`config.mk`:
```
export PLATFORM = sky130hd
export DESIGN_NAME = dcf77_sync_ctrl
export DESIGN_NICKNAME = d
export VERILOG_FILES = /design/src/rtl/dcf77_sync_ctrl_pkg.sv /design/src/rtl/dcf77_frame_check.sv /design/src/rtl/dcf77_sync_ctrl.sv
export SDC_FILE = /design/constraint.sdc
export NUM_CORES = 1
export LEC_CHECK = 0
export BUFFER_PORTS_ARGS = -buffer_cell sky130_fd_sc_hd__buf_2
export CAP_MARGIN = 40
export CORE_MARGIN = 3
export CORE_UTILIZATION = 64
export DETAILED_ROUTE_END_ITERATION = 7
export PLACE_DENSITY = 0.9
export SETUP_SLACK_MARGIN = 0.2
export SKIP_CTS_REPAIR_TIMING = 1
export SLEW_MARGIN = 20
export SYNTH_ARGS = -nofsm -noshare
export SYNTH_HDL_FRONTEND = slang
export SYNTH_SLANG_ARGS = --single-unit
```
`constraint.sdc`:
```
create_clock -name clk -period 8.4 [get_ports clk]
set_input_delay 0.42 -clock clk [delete_from_list [all_inputs] [get_ports clk]]
set_output_delay 0.42 -clock clk [all_outputs]
set_load 0.005 [all_outputs]
```
`src/rtl/dcf77_sync_ctrl_pkg.sv`:
```
// dcf77_sync_ctrl_pkg: sync states, DCF77 telegram layout, bit positions and BCD helper.
//   sync_state_t  : UNLOCKED / CANDIDATE / LOCKED / HOLDOVER
//   dcf77_frame_t : telegram bits [58:0], MSB (date parity) first
package dcf77_sync_ctrl_pkg;

    typedef enum logic [1:0] {
        UNLOCKED  = 2'd0,
        CANDIDATE = 2'd1,
        LOCKED    = 2'd2,
        HOLDOVER  = 2'd3
    } sync_state_t;

    typedef logic [3:0] bcd_t;

    typedef struct packed {
        logic        p_date;
        bcd_t        year_t;
        bcd_t        year_o;
        logic        month_t;
        bcd_t        month_o;
        logic [2:0]  dow;
        logic [1:0]  day_t;
        bcd_t        day_o;
        logic        p_hour;
        logic [1:0]  hour_t;
        bcd_t        hour_o;
        logic        p_min;
        logic [2:0]  min_t;
        bcd_t        min_o;
        logic        time_start;
        logic [18:0] info;
        logic        start;
    } dcf77_frame_t;

    localparam int BIT_START      = 0;
    localparam int BIT_TIME_START = 20;
    localparam int BIT_P_MIN      = 28;
    localparam int BIT_P_HOUR     = 35;
    localparam int BIT_P_DATE     = 58;

    // 8 bits so an out-of-range tens digit cannot wrap back into a legal value
    function automatic logic [7:0] bcd2bin(input logic [3:0] tens, input bcd_t ones);
        return 8'(tens) * 8'd10 + 8'(ones);
    endfunction

endpackage

```
`src/rtl/dcf77_frame_check.sv`:
```
// dcf77_frame_check: combinational plausibility and minute-consistency check of a telegram.
//   cur        : telegram under test
//   prv        : last plausible telegram (reference)
//   plausible  : markers, parities, BCD digits and field ranges all valid
//   consistent : plausible and exactly one minute after prv
module dcf77_frame_check
    import dcf77_sync_ctrl_pkg::*;
(
    input  dcf77_frame_t cur,
    input  dcf77_frame_t prv,
    output logic         plausible,
    output logic         consistent
);

    logic [58:0] b, rb;
    logic [7:0]  min, hour, day, mon, pmin, phour, exp_min, exp_hour;
    logic        nib_ok, range_ok, min_wrap, unused;

    assign b  = cur;
    assign rb = prv;

    assign min   = bcd2bin(4'(cur.min_t), cur.min_o);
    assign hour  = bcd2bin(4'(cur.hour_t), cur.hour_o);
    assign day   = bcd2bin(4'(cur.day_t), cur.day_o);
    assign mon   = bcd2bin(4'(cur.month_t), cur.month_o);
    assign pmin  = bcd2bin(4'(prv.min_t), prv.min_o);
    assign phour = bcd2bin(4'(prv.hour_t), prv.hour_o);

    assign nib_ok = cur.min_o <= 4'd9 && cur.hour_o <= 4'd9 && cur.day_o <= 4'd9 &&
                    cur.month_o <= 4'd9 && cur.year_t <= 4'd9 && cur.year_o <= 4'd9;

    assign range_ok = min <= 8'd59 && hour <= 8'd23 && day >= 8'd1 && day <= 8'd31 &&
                      cur.dow != 3'd0 && mon >= 8'd1 && mon <= 8'd12;

    assign plausible = !b[BIT_START] && b[BIT_TIME_START] &&
                       !(^b[BIT_P_MIN:BIT_TIME_START+1]) &&
                       !(^b[BIT_P_HOUR:BIT_P_MIN+1]) &&
                       !(^b[BIT_P_DATE:BIT_P_HOUR+1]) &&
                       nib_ok && range_ok;

    assign min_wrap = pmin == 8'd59;
    assign exp_min  = min_wrap ? 8'd0 : pmin + 8'd1;
    assign exp_hour = !min_wrap ? phour : phour == 8'd23 ? 8'd0 : phour + 8'd1;

    // on 23:59 -> 00:00 the date may change arbitrarily (month/year ends)
    assign consistent = plausible && min == exp_min && hour == exp_hour &&
                        ((min_wrap && phour == 8'd23) ||
                         b[BIT_P_DATE-1:BIT_P_HOUR+1] == rb[BIT_P_DATE-1:BIT_P_HOUR+1]);

    assign unused = ^{b[BIT_TIME_START-1:BIT_START+1], rb[BIT_P_DATE], rb[BIT_P_HOUR:0]};

endmodule

```
`src/rtl/dcf77_sync_ctrl.sv`:
```
// dcf77_sync_ctrl: qualifies DCF77 telegrams and sequences loading of the time-of-day clock.
//   clk, rst     : system clock, asynchronous active-high reset
//   clk_en       : 10 ms tick
//   frame_valid  : telegram strobe; frame and frame_error are sampled with it
//   load         : one-clk load pulse, two clocks after the accepted frame_valid
//   locked       : high in LOCKED or HOLDOVER
//   state        : current sync_state_t
//   good_cnt     : plausible telegrams (saturating)
//   bad_cnt      : rejected telegrams (saturating)
module dcf77_sync_ctrl
    import dcf77_sync_ctrl_pkg::*;
#(
    parameter int CONFIRM_FRAMES = 2,
    parameter int TICKS_PER_MIN  = 6000,
    parameter int FRAME_TIMEOUT  = 6100,
    parameter int HOLDOVER_MIN   = 60
) (
    input  logic        clk,
    input  logic        rst,
    input  logic        clk_en,
    input  logic        frame_valid,
    input  logic        frame_error,
    input  logic [58:0] frame,
    output logic        load,
    output logic        locked,
    output sync_state_t state,
    output logic [7:0]  good_cnt,
    output logic [7:0]  bad_cnt
);

    localparam int TW = $clog2(FRAME_TIMEOUT + 1);
    localparam int PW = $clog2(TICKS_PER_MIN + 1);
    localparam int MW = $clog2(HOLDOVER_MIN + 1);

    dcf77_frame_t cap_frame, ref_frame;
    sync_state_t  state_n;
    logic         cap_err, v1, v2, accept, plaus, cons, plaus_r, cons_r;
    logic         to_expire, hold_expire, cand;
    logic [2:0]   confirm, confirm_n;
    logic [3:0]   step;
    logic [TW-1:0] to_cnt;
    logic [PW-1:0] pre;
    logic [MW-1:0] hmin;

    // a new telegram is ignored while one is still in the pipeline
    assign accept = frame_valid && !v1 && !v2;

    dcf77_frame_check u_check (
        .cur        (cap_frame),
        .prv        (ref_frame),
        .plausible  (plaus),
        .consistent (cons)
    );

    always_ff @(posedge clk or posedge rst) begin
        if (rst) begin
            v1 <= 1'b0;
            v2 <= 1'b0;
            cap_frame <= '0;
            cap_err <= 1'b0;
            plaus_r <= 1'b0;
            cons_r <= 1'b0;
        end else begin
            v1 <= accept;
            v2 <= v1;
            if (accept) begin
                cap_frame <= dcf77_frame_t'(frame);
                cap_err <= frame_error;
            end
            if (v1) begin
                plaus_r <= plaus && !cap_err;
                cons_r <= cons && !cap_err;
            end
        end
    end

    // a frame_valid in the expiry cycle clears the counter, so the frame wins
    assign to_expire   = clk_en && !frame_valid && to_cnt == TW'(FRAME_TIMEOUT - 1);
    assign hold_expire = clk_en && pre == PW'(TICKS_PER_MIN - 1) && hmin == MW'(HOLDOVER_MIN - 1);

    always_ff @(posedge clk or posedge rst) begin
        if (rst) begin
            to_cnt <= '0;
            pre <= '0;
            hmin <= '0;
        end else begin
            to_cnt <= (frame_valid || state != LOCKED) ? '0 : clk_en ? to_cnt + TW'(1) : to_cnt;
            pre <= (state != HOLDOVER) ? '0 : !clk_en ? pre : pre == PW'(TICKS_PER_MIN - 1) ? '0 : pre + PW'(1);
            hmin <= (state != HOLDOVER) ? '0 : (clk_en && pre == PW'(TICKS_PER_MIN - 1)) ? hmin + MW'(1) : hmin;
        end
    end

    // HOLDOVER with a started confirmation run behaves exactly like CANDIDATE
    assign cand = state == CANDIDATE || (state == HOLDOVER && confirm != 3'd0);
    assign step = {1'b0, confirm} + 4'd1;

    always_comb begin
        state_n = state;
        confirm_n = confirm;
        load = 1'b0;
        if (v2) begin
            case (state)
                UNLOCKED: begin
                    if (plaus_r) begin
                        state_n = CANDIDATE;
                        confirm_n = 3'd1;
                    end
                end
                LOCKED: begin
                    if (cons_r) begin
                        load = 1'b1;
                    end else begin
                        state_n = HOLDOVER;
                        confirm_n = 3'd0;
                    end
                end
                default: begin
                    if (cand && cons_r && step >= 4'(CONFIRM_FRAMES)) begin
                        state_n = LOCKED;
                        confirm_n = 3'd0;
                        load = 1'b1;
                    end else if (cand && cons_r) begin
                        confirm_n = step[2:0];
                    end else if (plaus_r) begin
                        confirm_n = 3'd1;
                    end else begin
                        state_n = (state == CANDIDATE) ? UNLOCKED : HOLDOVER;
                        confirm_n = 3'd0;
                    end
                end
            endcase
        end else if (state == LOCKED && to_expire) begin
            state_n = HOLDOVER;
            confirm_n = 3'd0;
        end else if (state == HOLDOVER && hold_expire) begin
            state_n = UNLOCKED;
            confirm_n = 3'd0;
        end
    end

    always_ff @(posedge clk or posedge rst) begin
        if (rst) begin
            state <= UNLOCKED;
            confirm <= 3'd0;
            good_cnt <= 8'd0;
            bad_cnt <= 8'd0;
            ref_frame <= '0;
        end else begin
            state <= state_n;
            confirm <= confirm_n;
            if (v2 && plaus_r) begin
                ref_frame <= cap_frame;
                good_cnt <= (good_cnt == 8'hFF) ? good_cnt : good_cnt + 8'd1;
            end
            if (v2 && !plaus_r)
                bad_cnt <= (bad_cnt == 8'hFF) ? bad_cnt : bad_cnt + 8'd1;
        end
    end

    assign locked = state == LOCKED || state == HOLDOVER;

endmodule
```
==> flow_summary.rst, run 1 <==
.. list-table::
   :header-rows: 1

   * - Metric
     - Value
   * - H-tree levels
     - 4
   * - Count of final setup violators
     - 0
   * - Synthesized area
     - 7879 um^2
   * - Met1 layer usage reported by global route
     - 34.34%
   * - TritonCTS clock tree
     - built
   * - Sequential cell area
     - 3328 um^2
   * - Antenna violations before repair
     - 0
   * - Combinational power share
     - 31.7%
   * - Routed WL per cell
     - 17.90 um
   * - Yosys warns
     - 0
   * - CP delay by family, top
     - simple AND/OR/NAND/NOR gates
   * - Power density of the placed cells
     - 248.8 nW/um^2
   * - Number of max-slew violations in the final report
     - 0
   * - Chip height
     - 117.0 um
   * - Most Used Layer, Global Route
     - met2
   * - Cell-internal power
     - 1.497 mW
   * - Element type at the critical path end
     - flop
   * - Number of antenna repair diodes
     - 0
   * - Max capacitance violation total
     - 0
   * - Post-route minimum period
     - 3.132 ns
   * - Post-synthesis cell type count
     - 73
   * - Maximum number of pins on one net before global-route repair
     - 58
   * - Count of flip-flops with a built-in enable after synthesis
     - 0
   * - GRT Residual Overflow
     - 0
   * - Residual DRC count
     - 0
   * - Switching Fraction
     - 32.40%
   * - DIE WIDTH
     - 117.0 um
   * - GRT met2 Usage
     - 47.44%
   * - Post-route fraction of the period consumed by the critical path
     - 37.29%
   * - Clock slew at reported path FFs
     - 0.06 ns
   * - Cell chain of the critical path
     - ha_1 -> fa_1 -> a21o_1 -> and4_1 -> nand4b_1 -> nor4_1 -> and4_1 -> o311ai_0 -> o31ai_1
   * - Cell total after placement
     - 961
   * - Crit path kind
     - flop to flop
   * - P&R area growth vs syn
     - 12.91%
   * - Largest area contributor in the synthesized netlist
     - dfrtp_1
   * - Synth Flop Type
     - dfrtp_1
   * - Count of TritonRoute iterations in the first routing pass
     - 5
   * - Clock share of power
     - 31.7%
   * - Count of antenna-violating nets left after detailed routing
     - 0
   * - Top Ports
     - 84
   * - Clock Tree Root
     - clkbuf_16
   * - Area of the multi-input gates
     - 4332 um^2
   * - IR Drop Worst-Case VDD
     - 0.2178 mV
   * - Data required time of the critical path
     - 8.71 ns
   * - Top cell types by occurrence after synthesis
     - dfrtp_1, nand2_1, xnor2_1
   * - Core area
     - 11710 um^2
   * - Synthesized instance count
     - 773
   * - Crit path buf inv count
     - 0
   * - Top area cells in the synthesized netlist
     - dfrtp_1, ha_1, xnor2_1
   * - Via count
     - 6041
   * - Clock latency on the worst-skew pair
     - 0.43 ns
   * - Met3 global-route usage
     - 5.553%
   * - Critical Path Source Type
     - flop
   * - Starting utilization of the core area
     - 67.28%
   * - Filler cells
     - 708
   * - RSZ-0062 raised after global routing
     - false
   * - Final cell count without fillers
     - 989
   * - Global Route Usage Sum
     - 27.58%
   * - Worst slew margin relative to its limit
     - 50.14%
   * - I/O Buffers
     - 64
   * - Async set-or-reset flop fraction in the synthesized netlist
     - 100.0%
   * - Number of storage elements in the synthesis netlist
     - 133
   * - Vias per cell
     - 6.108
   * - Slowest Stage Delay on Critical Path
     - 0.45 ns
   * - Share of cells above drive strength 1
     - 18.32%
   * - Share of synthesized area occupied by flip-flops and latches
     - 42.24%
   * - Status
     - completed
   * - Arr. time, crit path
     - 3.45 ns
   * - Largest fanout of any net on the critical path
     - 5
   * - Starting DRC count in detailed routing
     - 483
   * - Count of nets after finishing
     - 961
   * - Mapped Nets
     - 897
   * - Via count of the first global-routing pass
     - 6100
   * - Cell with the most instances after synthesis
     - dfrtp_1
   * - Standby leakage power
     - 4.081 nW
   * - Die outline area
     - 13680 um^2
   * - Classification of the worst-slack hold path
     - input port to asynchronous set/reset pin
   * - Number of rows created at floorplan
     - 39
   * - Synth top area share
     - 42.24%
   * - Clk_skew
     - 0.01429 ns
   * - Sink count of the clock tree
     - 133
   * - Avg Inst Size Synth
     - 10.19 um^2
   * - Number of clock buffers inserted by TritonCTS
     - 17
   * - Endpoints failing hold
     - 0
   * - Global-route wire length before repair
     - 29300 um
   * - Share of power burned in registers
     - 36.6%
   * - Net switching component of the power
     - 0.7172 mW
   * - Final RePlAce weighted congestion
     - 0.9429
   * - Bufs on Longest Clock Path
     - 2
   * - Most repeated library cell on the critical path
     - and4_1
   * - Post-detailed-placement half-perimeter wirelength
     - 12220 um
   * - Achievable Freq
     - 319.3 MHz
   * - Standard cell with the maximum stage delay on the critical path
     - dfrtp_1
   * - Wirelength, routed
     - 17700 um
   * - Tightest Pin Transition
     - 0.7463 ns
   * - Setup Total Neg Slack
     - 0 ns
==> cells in the final DEF, fill, tap and decap left out, types with 5 or more instances in the layout <==
master / count
mux2_2: 38
dfrtp_1: 133
clkbuf_8: 5
clkbuf_16: 17
nand4_1: 19
ha_1: 55
nor4_1: 6
and3_1: 10
buf_2: 64
a211oi_1: 5
inv_1: 34
and2_1: 5
xnor2_1: 67
nand3_1: 26
or2_2: 6
xor2_1: 34
fa_1: 5
o21ai_0: 63
mux2i_1: 6
nor3_1: 5
nand2_1: 79
nor2b_1: 12
nor2_1: 46
a21oi_1: 15
==> metrics by stage <==
step / total power, mW / setup WS (ns) / hold slack [ns] / area, um^2 / utilization, %
floorplan: 1.326 / 4.426 / 0.3747 / 7879 / -
global placement: 1.462 / 5.534 / 0.4023 / 8319 / 71.04
detailed placement: 1.500 / 5.374 / 0.4043 / 8347 / 71.27
CTS: 2.214 / 5.358 / 0.07717 / 8896 / 75.96
global route: 2.327 / 5.164 / 0.09680 / 8896 / 75.96
finish: 2.214 / 5.268 / 0.06619 / 8896 / 75.96
==> final cells by class <==
type / instances / share of cell area [%]
clock buffer: 24 / 5.640
clock inverter: 4 / 0.5345
inverter: 36 / 1.547
multi-input combinational: 581 / 48.69
sequential: 133 / 37.41
tap: 143 / 2.011
timing repair buffer: 68 / 4.163
==> layer usage <==
layer / vias to the layer above / share of wire (%)
met1: 2960 / 42
met2: 197 / 51
met4: 0 / 2.8
met5: - / 0
li1: 2838 / -
met3: 46 / 4.3
==> cell families (layout without fill, tap and decap cells) <==
| logic type | count (synthesis) | count (layout) | synth area share (%) |
|---|---|---|---|
| XOR/XNOR | 105 | 105 | 12.29 |
| buffers and inverters | 59 | 132 | 2.874 |
| AO/OA/AOI/OAI | 129 | 129 | 10.23 |
| AND/OR/NAND/NOR | 243 | 243 | 16.17 |
| flip-flops | 133 | 133 | 42.24 |
| multiplexers | 44 | 44 | 6.193 |
| adder cells (fa/ha/maj) | 60 | 60 | 10.00 |
==> registers in the layout, indices dropped and copies added, names as in the netlist, 3 cells and up, named ones only <==
| name | cells |
|---|---|
| cap_frame | 40 |
| bad_cnt | 8 |
| to_cnt | 13 |
| ref_frame | 35 |
| confirm | 3 |
| good_cnt | 8 |
| hmin | 6 |
| pre | 13 |
==> worst paths after layout <==
path | start | end | slack (ns) | cells past startpoint
min | rst | asynchronous set/reset pin | 0.07 | 2
max | cap_frame[25] | cons_r | 5.27 | 9
max in group asynchronous | rst | cap_frame[35] | 7.14 | 4
min reg2reg | v1 | v2 | 0.43 | 0
min in group clk | frame[51] | cap_frame[51] | 0.20 | 3
max reg2reg | cap_frame[25] | cons_r | 5.27 | 9
==> power by group through the flow <==
stage                     logic, mW  registers (mW)  clock network, mW
after global placement        0.654           0.807                  0
after global routing          0.770           0.821              0.736
final                         0.702           0.810              0.701
after floorplan               0.541           0.785                  0
after CTS                     0.699           0.809              0.706
after detailed placement      0.685           0.815                  0
Note: power is estimated with default switching activity, not from simulation.
==> run 2, diff against run 1 <==
--- a/config.mk
+++ b/config.mk
@@ -8,9 +8,9 @@
 export BUFFER_PORTS_ARGS = -buffer_cell sky130_fd_sc_hd__buf_2
 export CAP_MARGIN = 40
 export CORE_MARGIN = 3
-export CORE_UTILIZATION = 64
+export CORE_UTILIZATION = 60
 export DETAILED_ROUTE_END_ITERATION = 7
-export PLACE_DENSITY = 0.9
+export PLACE_DENSITY = 0.85
 export SETUP_SLACK_MARGIN = 0.2
 export SKIP_CTS_REPAIR_TIMING = 1
 export SLEW_MARGIN = 20
==> constraint.sdc (replaced) <==
create_clock -name clk -period 3.15 [get_ports clk]
set_input_delay 0.1575 -clock clk [delete_from_list [all_inputs] [get_ports clk]]
set_output_delay 0.1575 -clock clk [all_outputs]
set_load 0.005 [all_outputs]
==> flow_summary.rst, run 2 (synthesis results as in run 1) <==
.. list-table::
   :header-rows: 1

   * - Metric
     - Value
   * - Via count
     - 6278
   * - Max capacitance violation total
     - 0
   * - Clock latency on the worst-skew pair
     - 0.42 ns
   * - Met2 wire len
     - 9756 um
   * - H-tree levels
     - 4
   * - Clock slew at reported path FFs
     - 0.06 ns
   * - Share of power burned in registers
     - 35.1%
   * - Power density of the placed cells
     - 654.2 nW/um^2
   * - Number of antenna repair diodes
     - 0
   * - Residual DRC count
     - 0
   * - Global-route wire length before repair
     - 29330 um
   * - Bufs on Longest Clock Path
     - 2
   * - TritonCTS clock tree
     - built
   * - Combinational power share
     - 32.1%
   * - Post-route minimum period
     - 2.909 ns
   * - DIE WIDTH
     - 120.6 um
   * - RSZ-0062 raised after global routing
     - false
   * - Leading cell type in the layout, fill and taps excluded
     - dfrtp_1
   * - Count of TritonRoute iterations in the first routing pass
     - 5
   * - IR Drop Worst-Case VDD
     - 0.6813 mV
   * - Commonest non-fill, non-tap cells in the layout
     - dfrtp_1, nand2_1, xnor2_1, buf_2, o21ai_0
   * - Setup Total Neg Slack
     - 0 ns
   * - Net switching component of the power
     - 2.017 mW
   * - Critical Path Source Type
     - flop
   * - Largest registers in the final layout
     - cap_frame (40), ref_frame (35)
   * - Met3 WL
     - 902 um
   * - Count of final setup violators
     - 0
   * - Via count of the first global-routing pass
     - 6051
   * - Endpoints failing hold
     - 3
   * - Clock Tree Root
     - clkbuf_16
   * - Cell-internal power
     - 4.157 mW
   * - Register ranked first by flip-flop count
     - cap_frame
   * - Tightest Pin Transition
     - 0.7415 ns
   * - Clock share of power
     - 32.8%
   * - Sequential cell area
     - 3328 um^2
   * - Number of max-slew violations in the final report
     - 0
   * - Clk_skew
     - 0.005372 ns
   * - Largest fanout of any net on the critical path
     - 6
   * - Status
     - finished with violations
   * - Routed metal-1 wirelength
     - 7740 um
   * - Post-route fraction of the period consumed by the critical path
     - 92.35%
   * - Starting DRC count in detailed routing
     - 560
   * - Die outline area
     - 14540 um^2
   * - Area of the multi-input gates
     - 4398 um^2
   * - Core area
     - 12720 um^2
   * - Maximum number of pins on one net before global-route repair
     - 63
   * - Top Ports
     - 84
   * - Max Used Layer
     - met4
   * - GRT Residual Overflow
     - 0
   * - P&R area growth vs syn
     - 19.77%
   * - R2r setup slk
     - 0.24 ns
   * - Worst slew margin relative to its limit
     - 50.46%
   * - Max FFs per register
     - 40
   * - Data required time of the critical path
     - 3.46 ns
   * - I/O Buffers
     - 64
   * - Share of cells above drive strength 1
     - 19.46%
   * - Filler cells
     - 837
   * - Routed WL per cell
     - 17.86 um
   * - Switching Fraction
     - 32.67%
   * - Number of clock buffers inserted by TritonCTS
     - 17
   * - Count of antenna-violating nets left after detailed routing
     - 0
   * - Classification of the worst-slack hold path
     - input port to flop
   * - Failing checks
     - hold timing
   * - Final Power
     - 6.174 mW
   * - Crit path kind
     - flop to flop
   * - Antenna violations before repair
     - 0
   * - Final worst hold slack
     - -0.03162 ns
   * - Arr. time, crit path
     - 3.21 ns
   * - Standby leakage power
     - 4.294 nW
   * - Final RePlAce weighted congestion
     - 0.8660
   * - Chip height
     - 120.6 um
   * - Count of nets after finishing
     - 1000
   * - Sink count of the clock tree
     - 133
   * - Vias per cell
     - 5.917
   * - Global Route Usage Sum
     - 25.40%
   * - Wirelength, routed
     - 18950 um
   * - Starting utilization of the core area
     - 61.93%
   * - Achievable Freq
     - 343.8 MHz
   * - Post-detailed-placement half-perimeter wirelength
     - 11830 um
   * - Element type at the critical path end
     - flop
   * - Number of rows created at floorplan
     - 41
-- run 2: cell count changes in the layout (fill, tap and decap cells not counted), sizes merged --
cell | before | now
clkbuf | 24 | 19
inv | 35 | 34
clkinv | 3 | 8
dlygate4sd3 | 0 | 35
buf | 68 | 72
clkinvlp | 1 | 4
bufinv | 1 | 3
-- run 2: worst max-delay path, stage by stage (launching register included) --
cell and delay, ns:
dfrtp_1 0.52, ha_1 0.24, inv_1 0.06, fa_1 0.49
or4b_2 0.59, nor3_1 0.32, nor4_2 0.09, and4_1 0.19
buf_4 0.15, a21o_1 0.15
-- run 2: path summary, 6_finish.rpt --
kind | cells after the start | startpoint | endpoint
worst max-delay path | 9 | cap_frame[40] | plaus_r
worst min-delay path | 3 | frame[38] | cap_frame[38]
worst max register to register | 9 | cap_frame[40] | plaus_r
worst min register to register | 0 | v1 | v2
max in group asynchronous | 4 | rst | good_cnt[3]
min in group asynchronous | 3 | rst | to_cnt[4]
-- run 2: cell type report --
class                           count  area share [%]
Multi-Input combinational cell    581           46.61
Tap cell                          172           2.281
Inverter                           36           1.512
Sequential cell                   133           35.27
Timing Repair Buffer              107           7.876
Clock buffer                       19           4.800
Clock inverter                     13           1.657
-- run 2: stage by stage --
stage	hold WS (ns)	util [%]	worst slack, ns	instance area [um^2]	cells
4_1_cts	-0.2492	70.75	0.2773	9001	1024
5_1_grt	-0.0003788	74.17	0.1291	9437	1061
3_3_place_gp	0.1941	65.96	0.3228	8392	992
6_report	-0.03162	74.17	0.2411	9437	1061
3_5_place_dp	0.1941	65.96	0.2872	8392	992
2_1_floorplan	0.2743	-	0.4989	7883	773
-- run 2: power by group through the flow --
stage          combinational (mW)  clock (mW)  sequential (mW)
2_1_floorplan                1.44           0             2.09
3_3_place_gp                 1.77           0             2.16
3_5_place_dp                 1.82           0             2.17
4_1_cts                      1.88        2.04             2.15
5_1_grt                      2.17        2.12             2.19
6_report                     1.98        2.02             2.16
-- run 2: routing by layer --
| metal | vias up | global-route usage [%] |
|---|---|---|
| li1 | 2915 | - |
| met1 | 3052 | 32.51 |
| met2 | 252 | 42.96 |
| met3 | 59 | 5.145 |
| met4 | 0 | 9.136 |
| met5 | - | 0 |
==> run 3, diff against run 2 <==
--- a/config.mk
+++ b/config.mk
@@ -5,6 +5,7 @@
 export SDC_FILE = /design/constraint.sdc
 export NUM_CORES = 1
 export LEC_CHECK = 0
+export ABC_AREA = 1
 export BUFFER_PORTS_ARGS = -buffer_cell sky130_fd_sc_hd__buf_2
 export CAP_MARGIN = 40
 export CORE_MARGIN = 3
==> flow_summary.rst, run 3 <==
.. list-table::
   :header-rows: 1

   * - Metric
     - Value
   * - Status
     - finished with violations
   * - Failing checks
     - hold timing
   * - Global-route wire length before repair
     - 30660 um
   * - Bufs on Longest Clock Path
     - 2
   * - Mapped Nets
     - 1217
   * - Clock Tree Root
     - clkbuf_16
   * - Final RePlAce weighted congestion
     - 0.8987
   * - Max capacitance violation total
     - 0
   * - Pre-CTS setup slack
     - 0.3499 ns
   * - Power density of the placed cells
     - 606.8 nW/um^2
   * - Post-synthesis cell type count
     - 39
   * - Largest area contributor in the synthesized netlist
     - dfrtp_1
   * - Commonest non-fill, non-tap cells in the layout
     - nand2_1, inv_1, dfrtp_1, nor2_1, o21ai_0
   * - Largest registers in the final layout
     - cap_frame (40), ref_frame (35)
   * - Clock latency on the worst-skew pair
     - 0.43 ns
   * - Count of final setup violators
     - 0
   * - Starting utilization of the core area
     - 61.76%
   * - Count of flip-flops with a built-in enable after synthesis
     - 0
   * - Setup Total Neg Slack
     - 0 ns
   * - Async set-or-reset flop fraction in the synthesized netlist
     - 100.0%
   * - Clock slew at reported path FFs
     - 0.06 ns
   * - R2r setup slk
     - 0.44 ns
   * - Max FFs per register
     - 40
   * - Arr. time, crit path
     - 3.07 ns
   * - TritonCTS clock tree
     - built
   * - Number of clock buffers inserted by TritonCTS
     - 17
   * - GRT Residual Overflow
     - 0
   * - Worst Hold Launch
     - frame[0]
   * - Hold Path Depth
     - 3
   * - Count of nets after finishing
     - 1322
   * - Clk_skew
     - 0.007647 ns
   * - Tightest Pin Transition
     - 0.6368 ns
   * - Via count of the first global-routing pass
     - 6781
   * - Post-route fraction of the period consumed by the critical path
     - 85.95%
   * - Critical register-to-register path endpoint
     - cons_r
   * - Wirelength, routed
     - 18860 um
   * - Antenna violations before repair
     - 1
   * - IR Drop Worst-Case VDD
     - 0.5192 mV
   * - RSZ-0062 raised after global routing
     - false
   * - Startpoint of the most critical register-to-register path
     - ref_frame[25]
   * - Global Route Usage Sum
     - 25.39%
   * - Die outline area
     - 15180 um^2
   * - Share of cells above drive strength 1
     - 10.49%
   * - Number of storage elements in the synthesis netlist
     - 133
   * - Largest fanout of any net on the critical path
     - 10
   * - Routed WL per cell
     - 13.59 um
   * - Register ranked first by flip-flop count
     - cap_frame
   * - Cell with the most instances after synthesis
     - nand2_1
   * - Leading cell type in the layout, fill and taps excluded
     - nand2_1
   * - Sink count of the clock tree
     - 133
   * - Count of antenna-violating nets left after detailed routing
     - 0
   * - Endpoints failing hold
     - 8
   * - PnR worst setup slack
     - 0.4426 ns
   * - Count of TritonRoute iterations in the first routing pass
     - 5
   * - Classification of the worst-slack hold path
     - input port to flop
   * - Top cell types by occurrence after synthesis
     - nand2_1, inv_1, dfrtp_1
   * - Element type at the critical path end
     - flop
   * - Yosys warns
     - 0
   * - Starting DRC count in detailed routing
     - 609
   * - DIE WIDTH
     - 123.2 um
   * - Top Ports
     - 84
   * - Number of max-slew violations in the final report
     - 0
   * - I/O Buffers
     - 64
   * - Synthesized instance count
     - 1093
   * - P&R area growth vs syn
     - 19.03%
   * - Avg Inst Size Synth
     - 7.543 um^2
   * - FF-to-FF path depth
     - 16
   * - Crit path kind
     - flop to flop
   * - Synth top area share
     - 40.37%
   * - Worst slew margin relative to its limit
     - 57.00%
   * - H-tree levels
     - 4
   * - Top area cells in the synthesized netlist
     - dfrtp_1, nand2_1, ha_1
   * - Residual DRC count
     - 0
   * - Vias per cell
     - 5.235
   * - Share of synthesized area occupied by flip-flops and latches
     - 40.37%
   * - Post-route minimum period
     - 2.707 ns
   * - Endpoint of the worst hold-timing path
     - cap_frame[0]
   * - Achievable Freq
     - 369.4 MHz
   * - Critical Path Source Type
     - flop
   * - Data required time of the critical path
     - 3.52 ns
   * - Launching element of the worst setup path
     - ref_frame[25]
   * - Synth Flop Type
     - dfrtp_1
   * - Post-detailed-placement half-perimeter wirelength
     - 12970 um
   * - Number of rows created at floorplan
     - 42
   * - Core area
     - 13350 um^2
   * - Maximum number of pins on one net before global-route repair
     - 68
   * - Chip height
     - 123.2 um
   * - Standby leakage power
     - 5.012 nW
   * - Final worst hold slack
     - -0.03471 ns
   * - Synthesized area
     - 8244 um^2
   * - Via count
     - 7266
run 3: cell count changes after synthesis, moves of 6 or more:
cell / change
a21oi_1: +6
nor3_1: +13
and3_1: -9
nand2_1: +245
inv_1: +114
mux2_2: -35
mux2i_1: -6
xnor2_1: -47
nor2b_1: -12
nor2_1: +56
o21ai_0: +25
nand3_1: +28
run 3: where the power goes:
group / switching [mW] / internal, mW / total (mW)
sequential: 0.212 / 1.89 / 2.10
combinational: 1.00 / 0.653 / 1.65
clock: 0.758 / 1.44 / 2.20
total: 1.97 / 3.98 / 5.96
run 3: stage by stage:
stage	instances	total power [mW]	area (um^2)	utilization, %	hold WS, ns
6_report	1388	5.955	9813	73.52	-0.03471
5_1_grt	1388	6.335	9813	73.52	-0.01375
4_1_cts	1353	5.916	9460	70.88	-0.2552
3_5_place_dp	1321	3.702	8803	65.95	0.1953
3_3_place_gp	1320	3.630	8776	65.75	0.3575
2_1_floorplan	1093	3.279	8248	-	0.2741
run 3: final cells by class:
cell class              count  area, um^2
diodes                      1       2.502
multi-input cells         790        4288
flip-flops and latches    133        3328
repair buffers            106       750.7
fillers                  1000        3535
well taps                 176       220.2
clock buffers              19       452.9
inverters                 150       566.8
clock inverters            13       203.9
run 3: how the worst max path moves through the flow:
stage	slack, ns	to	depth (start not counted)
after global routing	0.25	cons_r	14
after detailed placement	0.35	cons_r	15
final	0.44	cons_r	16
after floorplan	0.87	cons_r	16
after global placement	0.47	cons_r	13
after CTS	0.28	cons_r	15
run 3: per-layer routing:
metal	wire length (um)	vias to the layer above	GRT usage, %	share of wire [%]
li1	-	3681	-	-
met1	8166	3369	31.86	43
met2	9529	179	43.32	51
met3	774	37	5.810	4.1
met4	388	0	8.651	2.1
met5	0	-	0	0
run 3: cells by family after synthesis:
logic type	Yosys count	synth area share, %
simple gates	536	26.95
buf+inv	170	7.861
compound gates	133	8.681
flops	133	40.37
fa+ha+maj	60	9.561
xor+xnor	58	6.162
mux	3	0.4097
run 3: worst max-delay path, stage by stage, from the launching register on:
cell     delay [ns]
dfrtp_1        0.42
ha_1           0.26
fa_1           0.42
nand2_2        0.11
nand2_2        0.07
nand3_1        0.10
nor2_1         0.08
nor2_2         0.25
nand3_4        0.18
buf_4          0.20
nand3_1        0.07
nand2_1        0.06
nor2_1         0.10
nand3_1        0.09
nor2_1         0.10
nand3_1        0.09
nand2_1        0.06
